$ cat src/rtl/regfile_scoreboard_pkg.sv
// regfile_scoreboard_pkg: shared defaults, x0 constant and register-address type for the register file slice
package regfile_scoreboard_pkg;
  localparam int XLEN_DEF = 32;
  localparam int NREGS_DEF = 32;
  localparam int REG_ZERO = 0;
  typedef logic [$clog2(NREGS_DEF)-1:0] reg_addr_t;
endpackage

$ cat src/rtl/regfile_scoreboard_counter.sv
// regfile_scoreboard_counter: per-register pending-write up/down counter; ports clk, reset, inc_req, wr_hit -> stall, nonzero, busy
module regfile_scoreboard_counter #(
  parameter int CNT_W = 2
) (
  input  logic clk,
  input  logic reset,
  input  logic inc_req,
  input  logic wr_hit,
  output logic stall,
  output logic nonzero,
  output logic busy
);
  logic [CNT_W-1:0] cnt;
  logic dec, inc;
  always_comb begin
    dec = wr_hit && cnt != '0;
    stall = inc_req && (&cnt) && !wr_hit;
    inc = inc_req && !stall;
    nonzero = cnt != '0;
    busy = cnt != CNT_W'(dec);
  end
  always_ff @(posedge clk or posedge reset)
    if (reset) cnt <= '0;
    else cnt <= cnt + CNT_W'(inc) - CNT_W'(dec);
endmodule

$ cat src/rtl/regfile_scoreboard.sv
// regfile_scoreboard: NREAD-port register file with write bypass, hardwired x0 and per-register pending-write scoreboard; ports clk, reset, rd_addr/rd_data/rd_busy, wr_en/wr_addr/wr_data, alloc_en/alloc_addr/alloc_stall, pending_any
module regfile_scoreboard
  import regfile_scoreboard_pkg::*;
#(
  parameter int XLEN = XLEN_DEF,
  parameter int NREGS = NREGS_DEF,
  parameter int NREAD = 2,
  parameter int CNT_W = 2,
  localparam int AW = $clog2(NREGS)
) (
  input  logic                  clk,
  input  logic                  reset,
  input  logic [NREAD*AW-1:0]   rd_addr,
  output logic [NREAD*XLEN-1:0] rd_data,
  output logic [NREAD-1:0]      rd_busy,
  input  logic                  wr_en,
  input  logic [AW-1:0]         wr_addr,
  input  logic [XLEN-1:0]       wr_data,
  input  logic                  alloc_en,
  input  logic [AW-1:0]         alloc_addr,
  output logic                  alloc_stall,
  output logic                  pending_any
);
  logic [XLEN-1:0] regs [NREGS];
  logic [NREGS-1:0] stall_v, nz_v, busy_v;
  logic wr_ok;
  assign wr_ok = wr_en && wr_addr != AW'(REG_ZERO);
  always_ff @(posedge clk or posedge reset)
    if (reset) for (int i = 0; i < NREGS; i++) regs[i] <= '0;
    else if (wr_ok) regs[wr_addr] <= wr_data;
  assign stall_v[0] = 1'b0;
  assign nz_v[0] = 1'b0;
  assign busy_v[0] = 1'b0;
  for (genvar i = 1; i < NREGS; i++) begin : g_cnt
    regfile_scoreboard_counter #(.CNT_W(CNT_W)) u_cnt (
      .clk     (clk),
      .reset   (reset),
      .inc_req (alloc_en && alloc_addr == AW'(i)),
      .wr_hit  (wr_en && wr_addr == AW'(i)),
      .stall   (stall_v[i]),
      .nonzero (nz_v[i]),
      .busy    (busy_v[i])
    );
  end
  assign alloc_stall = |stall_v;
  assign pending_any = |nz_v;
  for (genvar p = 0; p < NREAD; p++) begin : g_rd
    logic [AW-1:0] a;
    assign a = rd_addr[p*AW +: AW];
    assign rd_data[p*XLEN +: XLEN] = (a == AW'(REG_ZERO)) ? '0 : (wr_en && wr_addr == a) ? wr_data : regs[a];
    assign rd_busy[p] = busy_v[a];
  end
endmodule

$ cat config.mk
export PLATFORM = sky130hd
export DESIGN_NAME = regfile_scoreboard
export DESIGN_NICKNAME = d
export VERILOG_FILES = /design/src/rtl/regfile_scoreboard_pkg.sv /design/src/rtl/regfile_scoreboard_counter.sv /design/src/rtl/regfile_scoreboard.sv
export SDC_FILE = /design/constraint.sdc
export NUM_CORES = 2
export LEC_CHECK = 0
export BUFFER_PORTS_ARGS = -buffer_cell sky130_fd_sc_hd__buf_2
export CAP_MARGIN = 15
export CORE_MARGIN = 3
export CORE_UTILIZATION = 60
export DETAILED_ROUTE_END_ITERATION = 10
export PLACE_DENSITY = 0.77
export SETUP_SLACK_MARGIN = 0.3
export SLEW_MARGIN = 20
export SYNTH_ARGS = -nofsm -noshare
export SYNTH_HDL_FRONTEND = slang
export SYNTH_SLANG_ARGS = --single-unit
$ cat constraint.sdc
create_clock -name clk -period 44.3 [get_ports clk]
set_input_delay 8.86 -clock clk [delete_from_list [all_inputs] [get_ports clk]]
set_output_delay 8.86 -clock clk [all_outputs]
set_load 0.005 [all_outputs]
# Word level (Yosys, flattened, before mapping)
# Cells that the tools add are included.
dict set report totals {
  regBits 1086
  in_bits 56
  word_cells 565
}
dict set report op_classes {
  n_addsub 62
  magnitude_cmp 6
  eq_ne 95
  mux 17
  bitwise 3
  n_reduce_logical 319
}
# operator n
set op_table {}
lappend op_table {{bitwise mux 1024 bit} 1}
lappend op_table {{binary-select mux 32 bit (select 5 bit)} 2}
lappend op_table {{two-way mux 32 bit} 9}
lappend op_table {{logical AND 1 bit} 190}
lappend op_table {{demux 32 bit (select 5 bit)} 1}
lappend op_table {{equality test 5 bit (second input constant)} 32}
lappend op_table {{equality test 5 x 4 -> 1 bit (second input constant)} 16}
lappend op_table {{adder 2 x 1 -> 2 bit} 31}
lappend op_table {{logical NOT 1 bit} 62}
lappend op_table {{inequality test 2 x 1 -> 1 bit} 31}
lappend op_table {{AND reduction 2 bit} 31}
lappend op_table {{nonzero test 2 bit} 31}
lappend op_table {{OR reduction 31 bit} 2}
lappend op_table {{subtractor 2 x 1 -> 2 bit} 31}
lappend op_table {{equality test 5 x 3 -> 1 bit (second input constant)} 8}
lappend op_table {{equality test 5 x 2 -> 1 bit (second input constant)} 4}
lappend op_table {{greater-or-equal comparator 6 bit (second input constant)} 3}
lappend op_table {{inverter 5 -> 6 bit} 3}
lappend op_table {{less-than comparator 5 x 6 -> 1 bit (second input constant)} 2}
lappend op_table {{binary-select mux 1 bit (select 5 bit)} 2}
lappend op_table {{equality test 5 x 1 -> 1 bit (second input constant)} 2}
lappend op_table {{equality test 5 bit} 2}
lappend op_table {{logical NOT 5 bit} 2}
lappend op_table {{less-than comparator 6 x 1 -> 1 bit (second input constant)} 1}
lappend op_table {{2 further kinds} 3}

# Longest topological paths before layout
dict set report depth {
  word_depth 8
  ltp_mapped 12
  mapped_depth_nobuf 9
}

# By module
# Synthesis repeated with hierarchy kept, for this count alone.
dict set report hier_totals {
  cells_unflattened 4690
  hier_area_um2 60309.1
}
# module n_inst cells_per_inst area_each_um2 seq_area_each_um2
set by_module_without_submodules {}
lappend by_module_without_submodules {regfile_scoreboard 1 4194 55693.4 25624.6}
lappend by_module_without_submodules {regfile_scoreboard_counter 31 16 148.9 50.0}

# Least setup slack after synthesis
# OpenSTA, ideal clock, no wires.
dict set report synth_path {
  kind {in2out}
  startpoint {in wr_addr[3]}
  endpoint {out rd_busy[0]}
  arrival_ns 11.329
  setup_slack_ns 24.111
  path_stages 12
  path_buffers 3
  cell_sequence {buf_2 nor2_1 clkbuf_1 nand2_1 clkbuf_1 nor2_1 ha_1 nor2b_1 mux4_2 a221oi_1 a211oi_1 nor3_1}
}
dict set report synth_via {
  elab_chain_cells 6
  word_cells_on_any_way 126
  classes_between {62 x eq/ne; 2 x mux; 62 x reduce/logical}
}
# item line
set synth_lines {}
lappend synth_lines {{start: declaration} regfile_scoreboard.sv:17} ;# input logic [AW-1:0] wr_addr,
lappend synth_lines {{equality test 5 x 1 -> 1 bit (tied with other cells)} regfile_scoreboard.sv:39} ;# .wr_hit (wr_en && wr_addr == AW'(i)),
lappend synth_lines {{logical AND 1 bit} regfile_scoreboard.sv:39}
lappend synth_lines {{logical AND 1 bit} regfile_scoreboard_counter.sv:16} ;# dec = wr_hit && cnt != '0;
lappend synth_lines {{inequality test 2 x 1 -> 1 bit} regfile_scoreboard_counter.sv:20} ;# busy = cnt != CNT_W'(dec);
lappend synth_lines {{binary-select mux 1 bit (select 5 bit) (*)} regfile_scoreboard.sv:51} ;# assign rd_busy[p] = busy_v[a];
lappend synth_lines {{two-way mux 1 bit (implied by the code) (*)} regfile_scoreboard.sv:51}
lappend synth_lines {{end: declaration} regfile_scoreboard.sv:15} ;# output logic [NREAD-1:0] rd_busy,
# Mark *: on every way between the ends. The rest lies on a longest branch, timed or not. The select of a mux whose other input is x is not followed.

# Worst setup path after layout
dict set report layout_path {
  startpoint {in rd_addr[9]}
  endpoint {out rd_data[44]}
}
dict set report layout_via {
  elab_chain_cells 6
  word_cells_on_any_way 9
  classes_between {1 x eq/ne; 5 x mux; 1 x bitwise; 2 x reduce/logical}
}
# item line
set layout_lines {}
lappend layout_lines {{start: declaration} regfile_scoreboard.sv:13} ;# input logic [NREAD*AW-1:0] rd_addr,
lappend layout_lines {{inverter 5 -> 6 bit (implied by the code)} regfile_scoreboard.sv:50} ;# assign rd_data[p*XLEN +: XLEN] = (a == AW'(REG_ZERO)) ? '0 : (wr_en && wr_addr == a) ? wr_data : regs[a];
lappend layout_lines {{binary-select mux 32 bit (select 5 bit)} regfile_scoreboard.sv:50}
lappend layout_lines {{two-way mux 32 bit (implied by the code) (2 in series)} regfile_scoreboard.sv:50}
lappend layout_lines {{two-way mux 32 bit} regfile_scoreboard.sv:50}
lappend layout_lines {{two-way mux 32 bit (*)} regfile_scoreboard.sv:50}
lappend layout_lines {{end: declaration} regfile_scoreboard.sv:14} ;# output logic [NREAD*XLEN-1:0] rd_data,
# Marks and branches as above.

==> flow_summary.yaml <==
place:
  port_buffers: 123
  placed_area_um2: 61030
  preCtsSetupSlack_ns: 22.56
  dpl.hpwl_um: 109400
  final_wtd_congestion: 0.9022
power:
  totalPowerFinal_mw: 3.032
  leakage_nw: 28.75
  power.density_nw_per_um2: 46.67
  power.ir.vdd_worst_mv: 0.03423
status:
  outcome: "complete, no violations"
routing:
  first_iter_violations: 5964
  dr_wl_met3_um: 26470
  final_antenna_net_count: 0
  dr.pass1.iters: 6
  route.layer.met1.wl_um: 69800
  via_per_inst: 7.399
  routedWlPerCell_um: 32.93
  highest_layer: "met5"
  detail_route.drc_violations: 0
  detailroute.via_count: 44600
  total_routed_wirelength_um: 198500
  wl_met2_um: 86670
timing:
  fin_crit_sh: 0.4952
  timing.max_slew.rel_slack: 0.1584
  setup_repair_after_global_routing_missed_its_margin: "no"
  min_period_ns: 21.94
  final-setup-viol-count: 0
  hold_viol_final: 0
  timing.final.ws_setup_ns: 22.36
  worst-slew-pin-transition_ns: 1.257
  slew_viol_final: 0
  fin_skew_ns: 0.03073
  setup-tns-final_ns: 0
  max_freq_ghz: 0.04558
clocking:
  cts_buffers: 113
  cts_htree_levels: 3
  holdBufCountCts: 0
  cts-resized-gates: 0
  clkLatencyLatePin_ns: 0.71
  post_cts_buffers: 0
  tritoncts_num_sinks: 1086
  cts_tree: "done"
  max-clock-path-buffers: 3
  cts-root-buf: "clkbuf_16"
  clk_pin_slew_ns: 0.06
critical_path:
  startpoint: "rd_addr[9]"
  setup.worst_path.class: "in -> out"
  crit_path_max_fanout: 49
  timing.rr.start: "g_cnt[14].u_cnt.cnt[1]$_DFF_PP0_"
  worstPathArrival_ns: 13.08
  critical_path_required_ns: 35.44
  worst_setup_path_end_kind: "primary output"
  timing.critical_path.from_type: "input pin"
hold_path:
  timing.hold.worst.class: "reg -> reg"
  min-delay-start: "regs[1004]$_DFFE_PP0P_"
yosys:
  synth_area_leaders: "dfrtp_1 45%, mux4_2 17%, mux2_2 14%"
  ys_seq_area_frac: 0.4515
  netlist.top_cell.by_area: "dfrtp_1"
  ys_seq_elements: 1086
  synthesis.area_um2: 60190
  synthesis.yosys.warnings: 0
  postSynthCellCount: 4794
  postSynthAreaPerCell_um2: 12.56
  synth_enable_flop_cells: 0
  synth_flop_cell: "dfrtp_1"
  post_synthesis_net_count: 4912
  synth.lib_cells_used.distinct: 74
  synth_largest_type_area_fraction: 0.4515
  ffs_w_async_s_r_synth: 1.000
layout:
  final_common_cell: "dfrtp_1"
  area_delta_synth_final_pct: 7.941
  mostFrequentLayoutCells: "1086 x dfrtp_1, 761 x mux2_2, 647 x nand2_1, 461 x mux4_2, 228 x o21ai_0"
  stdcell_area_um2: 64970
  sequential_cell_area_um2: 27180
  fillers: 7092
  design.final.nets: 4756
  postLayoutCoreUtil: 0.6563
  multi_input_comb_area_um2: 30550
  layout-drive-gt1-share: 0.3579
grt:
  grt_pass1_wl_um: 293700
  grt_antenna_before_repair: 12
  global_route.usage.total: 0.3851
  grt_pass1_vias: 44880
  total_gr_overflow: 0
  maximum_number_of_pins_on_one_net_before_global_route_repair: 172
floorplanning:
  top_level_ports: 124
  die-area_um2: 104200
  fp.dieW_um: 322.7
  design.core.area_um2: 98990
  floorplan.rows: 115
  die_h_um: 322.7
  starting_utilization_of_the_core_area: 0.6080
flow_run:
  drv_cap: 0
==> flip-flops by register name, indices dropped and copies added, names as in the netlist <==
register,count
g_cnt.u_cnt.cnt,62
regs,1024
==> layer usage <==
metal  global-route usage  up-vias
li1                     -    17550
met1               0.4993    22760
met2               0.5616     3354
met3               0.1209      934
met4               0.2572        8
met5                    0        -
==> metrics by stage <==
stage                     cells  hold WS (ns)
after floorplan            4794        0.4246
after global placement     5810        0.3604
after detailed placement   5810        0.3635
after CTS                  6015        0.3764
after global routing       6015        0.3792
final                      6028        0.3755
==> cell type report <==
class / instances / share of cell area
Multi-Input combinational cell: 3145 / 0.4702
Sequential cell: 1086 / 0.4183
Clock buffer: 154 / 0.04976
Tap cell: 1287 / 0.02479
Timing Repair Buffer: 214 / 0.02151
Clock inverter: 51 / 0.01030
Inverter: 78 / 0.004641
Antenna cell: 13 / 0.0005007
==> synth_stat cells (57+ instances only) <==
cell type,n
dfrtp_1,1086
mux2_2,761
nand2_1,669
mux4_2,461
clkbuf_1,249
o21ai_0,228
buf_2,144
mux2i_1,130
nor2_1,116
nand3_1,79
inv_1,76
xnor2_1,68
ha_1,62
a21oi_1,57
==> report_power, final <==
group,leakage [nW],switching (mW),total [mW],internal [mW]
clock,1.93,0.415,1.01,0.591
combinational,12.9,0.306,0.659,0.353
sequential,13.9,0.172,1.37,1.20
total,28.8,0.893,3.03,2.14
==> critical path, cell delays in order <==
cell and delay, ns:
buf_4 0.52, buf_4 0.72, nand2b_1 0.75, nor2_1 0.87, a221oi_1 0.21, a41oi_1 0.80, buf_2 0.26
==> path summary, 6_finish.rpt <==
| path | endpoint | slack, ns | cells after the start |
|---|---|---|---|
| worst min-delay path | regs[1004]$_DFFE_PP0P_ | 0.38 | 0 |
| worst max-delay path | rd_data[44] | 22.36 | 7 |
| worst max register to register | g_cnt[14].u_cnt.cnt[1]$_DFF_PP0_ | 42.48 | 7 |
| worst min register to register | regs[1004]$_DFFE_PP0P_ | 0.38 | 0 |
| min in group asynchronous | regs[286]$_DFFE_PP0P_ | 8.31 | 2 |
| max in group asynchronous | regs[259]$_DFFE_PP0P_ | 32.86 | 5 |
==> logic make-up (layout without fill, tap and decap cells) <==
logic type               count (synthesis)  after routing  share of synthesized area
adder cells (fa/ha/maj)                 62             62                    0.01289
buffers and inverters                  563            497                    0.04444
AO/OA/AOI/OAI                          594            594                    0.06581
flip-flops                            1086           1086                     0.4515
other                                    0             13                          0
multiplexers                          1352           1352                     0.3365
AND/OR/NAND/NOR                       1065           1065                    0.07839
XOR/XNOR                                72             72                    0.01048
(Power assumes the default switching activity.)
